`src/rtl/pyon_pkg.sv`:
```
// Shared types and helpers for the race scorer.
// Optional feature macro: PYON_PENALTY_EN adds the lane lockout state.
package pyon_pkg;

  typedef enum logic [1:0] {GIdle, GPlay, GEnd} game_state_e;

  typedef enum logic [2:0] {
    LArm,
    LIdle,
    LHeldL,
    LHeldR,
    LVoid
`ifdef PYON_PENALTY_EN
    , LLock
`endif
  } lane_state_e;

  typedef logic [3:0] bcd_digit_t;

  localparam int unsigned MaxDigits = 8;
  typedef logic [4*MaxDigits-1:0] bcd_wide_t;

  // Increment the low `digits` BCD digits; an all-nines value is held.
  function automatic bcd_wide_t bcd_inc(input bcd_wide_t value, input int unsigned digits);
    bcd_wide_t  result;
    bcd_digit_t d;
    logic       carry;
    result = value;
    carry  = 1'b1;
    for (int unsigned i = 0; i < MaxDigits; i++) begin
      if (carry && (i < digits)) begin
        d = value[4*i +: 4];
        if (d == 4'd9) begin
          result[4*i +: 4] = 4'd0;
        end else begin
          result[4*i +: 4] = d + 4'd1;
          carry            = 1'b0;
        end
      end
    end
    if (carry) result = value;
    return result;
  endfunction

endpackage

```
`src/rtl/pyon_lane.sv`:
```
// One player lane: press detection, side check, BCD score and binary count.
// Optional feature macro: PYON_PENALTY_EN adds a lockout after wrong presses.
module pyon_lane
  import pyon_pkg::*;
#(
  parameter int unsigned DIGITS       = 2,
  parameter int unsigned TARGET_BOXES = 20
`ifdef PYON_PENALTY_EN
  , parameter int unsigned PENALTY_CYCLES = 25
`endif
) (
  input  logic                clk_i,
  input  logic                reset_i,
  input  logic                clear_i,
  input  logic                active_i,
  input  logic                key_l_i,
  input  logic                key_r_i,
  input  logic                next_side_i,
  output logic                step_o,
  output logic [DIGITS*4-1:0] score_o,
  output logic                at_target_o,
  output logic                locked_o
);

  localparam int unsigned CntW = $clog2(TARGET_BOXES + 1);

  lane_state_e         state_q, state_d;
  logic                step_q, step_d;
  logic [DIGITS*4-1:0] score_q, score_d;
  logic [CntW-1:0]     count_q, count_d;
  bcd_wide_t           score_wide, score_inc;
  logic                hit, miss;

`ifdef PYON_PENALTY_EN
  localparam int unsigned LockW = (PENALTY_CYCLES > 1) ? $clog2(PENALTY_CYCLES) : 1;
  logic [LockW-1:0] lock_cnt_q, lock_cnt_d;
`endif

  // Widen the score for the shared BCD helper
  always_comb begin
    score_wide               = '0;
    score_wide[DIGITS*4-1:0] = score_q;
    score_inc                = bcd_inc(score_wide, DIGITS);
  end

  if (DIGITS < MaxDigits) begin : g_unused_hi
    logic unused_inc_hi;
    assign unused_inc_hi = ^score_inc[4*MaxDigits-1:DIGITS*4];
  end

  // Lane FSM next state, score update and step generation
  always_comb begin
    state_d = state_q;
    step_d  = 1'b0;
    score_d = score_q;
    count_d = count_q;
    hit     = 1'b0;
    miss    = 1'b0;
`ifdef PYON_PENALTY_EN
    lock_cnt_d = lock_cnt_q;
`endif
    if (clear_i) begin
      state_d = LArm;
      score_d = '0;
      count_d = '0;
`ifdef PYON_PENALTY_EN
      lock_cnt_d = '0;
`endif
    end else if (!active_i) begin
      // Outside play the lane is parked; any press in flight is dropped
      state_d = LArm;
`ifdef PYON_PENALTY_EN
      lock_cnt_d = '0;
`endif
    end else begin
      unique case (state_q)
        LArm: begin
          if (!key_l_i && !key_r_i) state_d = LIdle;
        end
        LIdle: begin
          if (key_l_i && key_r_i) state_d = LVoid;
          else if (key_l_i)       state_d = LHeldL;
          else if (key_r_i)       state_d = LHeldR;
        end
        LHeldL: begin
          if (key_r_i) begin
            state_d = LVoid;
          end else if (!key_l_i) begin
            hit  = !next_side_i;
            miss = next_side_i;
          end
        end
        LHeldR: begin
          if (key_l_i) begin
            state_d = LVoid;
          end else if (!key_r_i) begin
            hit  = next_side_i;
            miss = !next_side_i;
          end
        end
        LVoid: begin
          if (!key_l_i && !key_r_i) miss = 1'b1;
        end
`ifdef PYON_PENALTY_EN
        LLock: begin
          if (lock_cnt_q == '0) state_d = LArm;
          else                  lock_cnt_d = lock_cnt_q - 1'b1;
        end
`endif
        default: state_d = LArm;
      endcase

      if (hit) begin
        state_d = LIdle;
        if (count_q != CntW'(TARGET_BOXES)) begin
          count_d = count_q + 1'b1;
          score_d = score_inc[DIGITS*4-1:0];
          step_d  = 1'b1;
        end
      end
      if (miss) begin
`ifdef PYON_PENALTY_EN
        state_d    = LLock;
        lock_cnt_d = LockW'(PENALTY_CYCLES - 1);
`else
        state_d = LIdle;
`endif
      end
    end
  end

  // Lane state registers
  always_ff @(posedge clk_i) begin
    if (reset_i) begin
      state_q <= LArm;
      step_q  <= 1'b0;
      score_q <= '0;
      count_q <= '0;
`ifdef PYON_PENALTY_EN
      lock_cnt_q <= '0;
`endif
    end else begin
      state_q <= state_d;
      step_q  <= step_d;
      score_q <= score_d;
      count_q <= count_d;
`ifdef PYON_PENALTY_EN
      lock_cnt_q <= lock_cnt_d;
`endif
    end
  end

  assign step_o  = step_q;
  assign score_o = score_q;
  // Look-ahead so the game ends in the same cycle the final step appears
  assign at_target_o = (count_d == CntW'(TARGET_BOXES));
`ifdef PYON_PENALTY_EN
  assign locked_o = (state_q == LLock);
`else
  assign locked_o = 1'b0;
`endif

endmodule

```
`src/rtl/pyon_race_scorer.sv`:
```
// N-player race scorer: game FSM, winner latch and per-player lanes.
// Optional feature macro: PYON_PENALTY_EN enables wrong-press lockout.
module pyon_race_scorer
  import pyon_pkg::*;
#(
  parameter int unsigned NUM_PLAYERS    = 2,
  parameter int unsigned DIGITS         = 2,
  parameter int unsigned TARGET_BOXES   = 20,
  parameter int unsigned PENALTY_CYCLES = 25
) (
  input  logic                            clk,
  input  logic                            reset,
  input  logic                            start,
  input  logic [NUM_PLAYERS-1:0]          key_l,
  input  logic [NUM_PLAYERS-1:0]          key_r,
  input  logic [NUM_PLAYERS-1:0]          next_side,
  output logic [NUM_PLAYERS-1:0]          step,
  output logic [NUM_PLAYERS*DIGITS*4-1:0] score,
  output logic                            playing,
  output logic                            game_over,
  output logic [NUM_PLAYERS-1:0]          winner,
  output logic [NUM_PLAYERS-1:0]          locked
);

  if (DIGITS < 1 || DIGITS > MaxDigits) begin : g_bad_digits
    $error("DIGITS out of range");
  end
  if (TARGET_BOXES < 1 || TARGET_BOXES >= 10 ** DIGITS) begin : g_bad_target
    $error("TARGET_BOXES does not fit in DIGITS");
  end
  if (PENALTY_CYCLES < 1) begin : g_bad_penalty
    $error("PENALTY_CYCLES must be at least 1");
  end

  game_state_e            state_q, state_d;
  logic [NUM_PLAYERS-1:0] winner_q, winner_d;
  logic [NUM_PLAYERS-1:0] at_target;
  logic                   clear;
  logic                   active;

  // Game FSM: start edge clears, first lane at target ends the game
  always_comb begin
    state_d  = state_q;
    winner_d = winner_q;
    clear    = 1'b0;
    unique case (state_q)
      GIdle: begin
        if (start) begin
          state_d  = GPlay;
          clear    = 1'b1;
          winner_d = '0;
        end
      end
      GPlay: begin
        if (|at_target) begin
          state_d  = GEnd;
          winner_d = at_target;
        end else if (!start) begin
          state_d = GIdle;
        end
      end
      GEnd: begin
        // Requires start to drop before another game can begin
        if (!start) state_d = GIdle;
      end
      default: state_d = GIdle;
    endcase
  end

  // Game state and winner registers
  always_ff @(posedge clk) begin
    if (reset) begin
      state_q  <= GIdle;
      winner_q <= '0;
    end else begin
      state_q  <= state_d;
      winner_q <= winner_d;
    end
  end

  assign active    = (state_q == GPlay);
  assign playing   = (state_q == GPlay);
  assign game_over = (state_q == GEnd);
  assign winner    = winner_q;

  for (genvar p = 0; p < NUM_PLAYERS; p++) begin : g_lane
    pyon_lane #(
      .DIGITS        (DIGITS),
      .TARGET_BOXES  (TARGET_BOXES)
`ifdef PYON_PENALTY_EN
      , .PENALTY_CYCLES(PENALTY_CYCLES)
`endif
    ) u_lane (
      .clk_i      (clk),
      .reset_i    (reset),
      .clear_i    (clear),
      .active_i   (active),
      .key_l_i    (key_l[p]),
      .key_r_i    (key_r[p]),
      .next_side_i(next_side[p]),
      .step_o     (step[p]),
      .score_o    (score[p*DIGITS*4 +: DIGITS*4]),
      .at_target_o(at_target[p]),
      .locked_o   (locked[p])
    );
  end

endmodule

```
`config.mk`:
```
export PLATFORM = sky130hd
export DESIGN_NAME = pyon_race_scorer
export DESIGN_NICKNAME = d
export VERILOG_FILES = /design/src/rtl/pyon_pkg.sv /design/src/rtl/pyon_lane.sv /design/src/rtl/pyon_race_scorer.sv
export SDC_FILE = /design/constraint.sdc
export NUM_CORES = 1
export LEC_CHECK = 0
export BUFFER_PORTS_ARGS = -buffer_cell sky130_fd_sc_hd__buf_4
export CORE_ASPECT_RATIO = 1.1
export CORE_MARGIN = 3
export CORE_UTILIZATION = 35
export DETAILED_ROUTE_END_ITERATION = 10
export PLACE_DENSITY_LB_ADDON = 0.25
export SYNTH_ARGS = -nofsm -noshare
export SYNTH_HDL_FRONTEND = slang
export SYNTH_SLANG_ARGS = --single-unit
```
`constraint.sdc`:
```
create_clock -name clk -period 3.9 [get_ports clk]
set_clock_uncertainty 0.1 [all_clocks]
set_input_delay 0.195 -clock clk [delete_from_list [all_inputs] [get_ports clk]]
set_output_delay 0.195 -clock clk [all_outputs]
set_load 0.05 [all_outputs]
```
==> results.sh <==
export IMPL_ios=33
export IMPL_leakagePower_nw=0.9336
export IMPL_num_vias=1779
export IMPL_syn2layout_area_growth_pct=18.87
export IMPL_rows=28
export IMPL_route_antenna_remaining_nets=0
export IMPL_hold_path_class="input pin to flop"
export IMPL_clkPwrFrac=0.442
export IMPL_layout_commonest_cell="dfxtp_1"
export IMPL_fin_crit_ns=2.333
export IMPL_die_outline_area_mm2=0.006911
export IMPL_chipWidth_um=79.54
export IMPL_post_detailed_placement_half_perimeter_wirelength_mm=3.057
export IMPL_p_int_mw=0.6068
export IMPL_final_setup_tns_ns=0
export IMPL_swShare=0.2174
export IMPL_switchingPower_mw=0.1686
export IMPL_postSynthAreaPerCell_um2=8.395
export IMPL_synth_largest_area_cell="dfxtp_1"
export IMPL_powerDensity_mw_per_mm2=313.3
export IMPL_grt_max_degree=26
export IMPL_num_fill_cells=558
export IMPL_status="completed"
export IMPL_drive_above_1_share=0.1835
export IMPL_global_route_wire_length_before_repair_mm=7.493
export IMPL_max_freq_mhz=428.6
export IMPL_tritoncts_buffer_count=5
export IMPL_most_used_flip_flop_cell_after_synthesis="dfxtp_1"
export IMPL_type_of_destination_of_the_critical_path="flop"
export IMPL_drc=0
export IMPL_post_synth_top_area_fraction=0.3654
export IMPL_cts_reportedPaths_clkPinSlew_ns=0.07
export IMPL_finalMaxSlewViolations=0
export IMPL_rrSetupSlack_ns=1.57
export IMPL_die_height_um=86.89
export IMPL_number_of_global_route_vias_before_repair=1626
export IMPL_number_of_max_capacitance_violations_reported=0
export IMPL_required_ns=4.02
export IMPL_postCtsSetupBuffers=0
export IMPL_timing_hold_violations_final=0
export IMPL_data_arrival_time_of_the_critical_path_ns=2.45
export IMPL_slew_limit_headroom=0.4157
export IMPL_synth_cell_area_mm2=0.002082
export IMPL_sequentialPowerShare=0.504
export IMPL_max_slew_worst_pin_slew_ns=0.8744
export IMPL_cp_max_fo=8
export IMPL_synth_warning_count=0
export IMPL_drt_total_wl_mm=4.296
export IMPL_postSynth_asyncResetShare=0
export IMPL_share_of_the_yosys_chip_area_belonging_to_registers=0.3654
export IMPL_antenna_diode_count=0
export IMPL_worst_setup_path_type="flop to flop"
export IMPL_clock_tree_from_tritoncts="yes"
export IMPL_finalSetupViolations=0
export IMPL_finalCoreUtilization=0.4443
export IMPL_rsz_0062_raised_after_global_routing="false"
export IMPL_maximum_number_of_buffers_from_clock_root_to_sink=2
export IMPL_netlist_instances=248
export IMPL_grt_antenna_before_repair=0
export IMPL_clk_latency_ns=0.29
export IMPL_vias_per_cell=5.040
export IMPL_post_synth_num_cell_types=51
export IMPL_combPwrFrac=0.054
export IMPL_synthTopCellsByArea="dfxtp_1 37%, nor2_1 6.3%, a21oi_1 4.3%, xnor2_1 3.8%, o21ai_0 3.1%"
export IMPL_routed_wire_length_per_instance_um=12.17
export IMPL_gp_routability_congestion=0.8697
export IMPL_globalRoute_totalOverflow=0
export IMPL_worstSetupStartpointType="flop"
export IMPL_final_cell_mix="38 x dfxtp_1, 35 x nor2_1, 30 x buf_4"
export IMPL_coreArea_mm2=0.005570
export IMPL_synth_ff_latch_count=38
export IMPL_finish_net_count=291
export IMPL_vdd_drop_max_mv=0.1537
export IMPL_clock_sink_count=38
export IMPL_finalNonFillerCells=353
export IMPL_port_buffers=30
export IMPL_placedCellCount=345
export IMPL_grt_util_all_layers=0.1361
export IMPL_floorplan_initialDensity=0.3738
export IMPL_clock_tree_root_cell="clkbuf_8"
export IMPL_edff_count_synth=0
export IMPL_first_pass_iters=4
export IMPL_detailedRoute_firstIterationViolations=85
export IMPL_h_tree_levels=2
export IMPL_final_min_period_over_clock_period=0.5983
## worst max-delay path, stage by stage, from the launching register on
cell	delay (ns)
dfxtp_1	0.45
inv_1	0.07
ha_1	0.22
and4b_1	0.27
nor4_4	0.35
and4b_4	0.35
nand2_2	0.06
a211o_1	0.28
a21oi_2	0.10
## timing repair
action,4_1_cts,5_1_grt
resized for setup,0,0
hold buffers,1,0
endpoints found under the hold margin,2,0
## synthesized netlist by cell type, drive strengths merged, types with 5 or more instances
library cell,number
nor2b,7
mux2i,5
xnor2,9
inv,13
nand3,11
xor2,5
o21ai,13
and3,7
dfxtp,38
nor3,9
buf,5
nor2,35
nand4,5
nand2,15
a21oi,19
## registers in the layout, summed over array words and instances, names as in the netlist
signal                 flops
g_lane.u_lane.count_q     10
g_lane.u_lane.step_o       2
g_lane.u_lane.score_o     16
g_lane.u_lane.state_q      6
state_q                    2
winner                     2
## worst paths after layout
kind	from	endpoint	cells past startpoint
worst min-delay path	start	state_q[1]$_SDFFE_PP0P_	2
worst max-delay path	g_lane[1].u_lane.count_q[0]$_SDFF_PP0_	g_lane[1].u_lane.score_o[5]$_SDFFE_PP0P_	8
worst min register to register	g_lane[0].u_lane.count_q[4]$_SDFF_PP0_	g_lane[0].u_lane.count_q[4]$_SDFF_PP0_	2
worst max register to register	g_lane[1].u_lane.count_q[0]$_SDFF_PP0_	g_lane[1].u_lane.score_o[5]$_SDFFE_PP0P_	8
## final cells by class
class / count / area (um^2) / share of cell area
Clock buffer: 6 / 82.58 / 0.03337
Clock inverter: 1 / 30.03 / 0.01213
Inverter: 13 / 48.80 / 0.01972
Multi-Input combinational cell: 189 / 1224 / 0.4944
Sequential cell: 38 / 760.7 / 0.3074
Tap cell: 75 / 93.84 / 0.03792
Timing Repair Buffer: 31 / 235.2 / 0.09505
## per-layer routing
metal	up-vias	track usage	part of all wire
met5	-	0	0
met4	0	0.05156	0.018
met3	6	0.04865	0.053
met2	35	0.1906	0.40
met1	805	0.1902	0.52
li1	933	-	-
## power groups by stage
stage	logic, mW	registers [mW]	clock network [mW]
2_1_floorplan	0.0286	0.399	0
3_3_place_gp	0.0417	0.400	0
3_5_place_dp	0.0416	0.400	0
4_1_cts	0.0427	0.391	0.357
5_1_grt	0.0467	0.391	0.373
6_report	0.0421	0.391	0.342
## through the flow
step,hold WS [ns],setup slack [ns],power [mW],cell area [um^2]
2_1_floorplan,0.1641,1.781,0.4276,2086
3_3_place_gp,0.3104,1.625,0.4416,2352
3_5_place_dp,0.3090,1.578,0.4415,2352
4_1_cts,0.04259,1.553,0.7907,2475
5_1_grt,0.04572,1.354,0.8110,2475
6_report,0.05341,1.567,0.7754,2475
## cells by family (layout without fill, tap and decap cells)
family / Yosys count / count (layout) / share of synthesized area
AOI/OAI and AO/OA: 46 / 46 / 0.1346
DFF: 38 / 38 / 0.3654
and+or+nand+nor: 117 / 117 / 0.3335
adders and majority gates: 4 / 4 / 0.02404
muxes: 6 / 6 / 0.02945
other: 1 / 2 / 0.001801
buffers and inverters: 22 / 51 / 0.04867
xor gates and xnor gates: 14 / 14 / 0.06250
No activity file was read; power rests on OpenSTA's default activity.
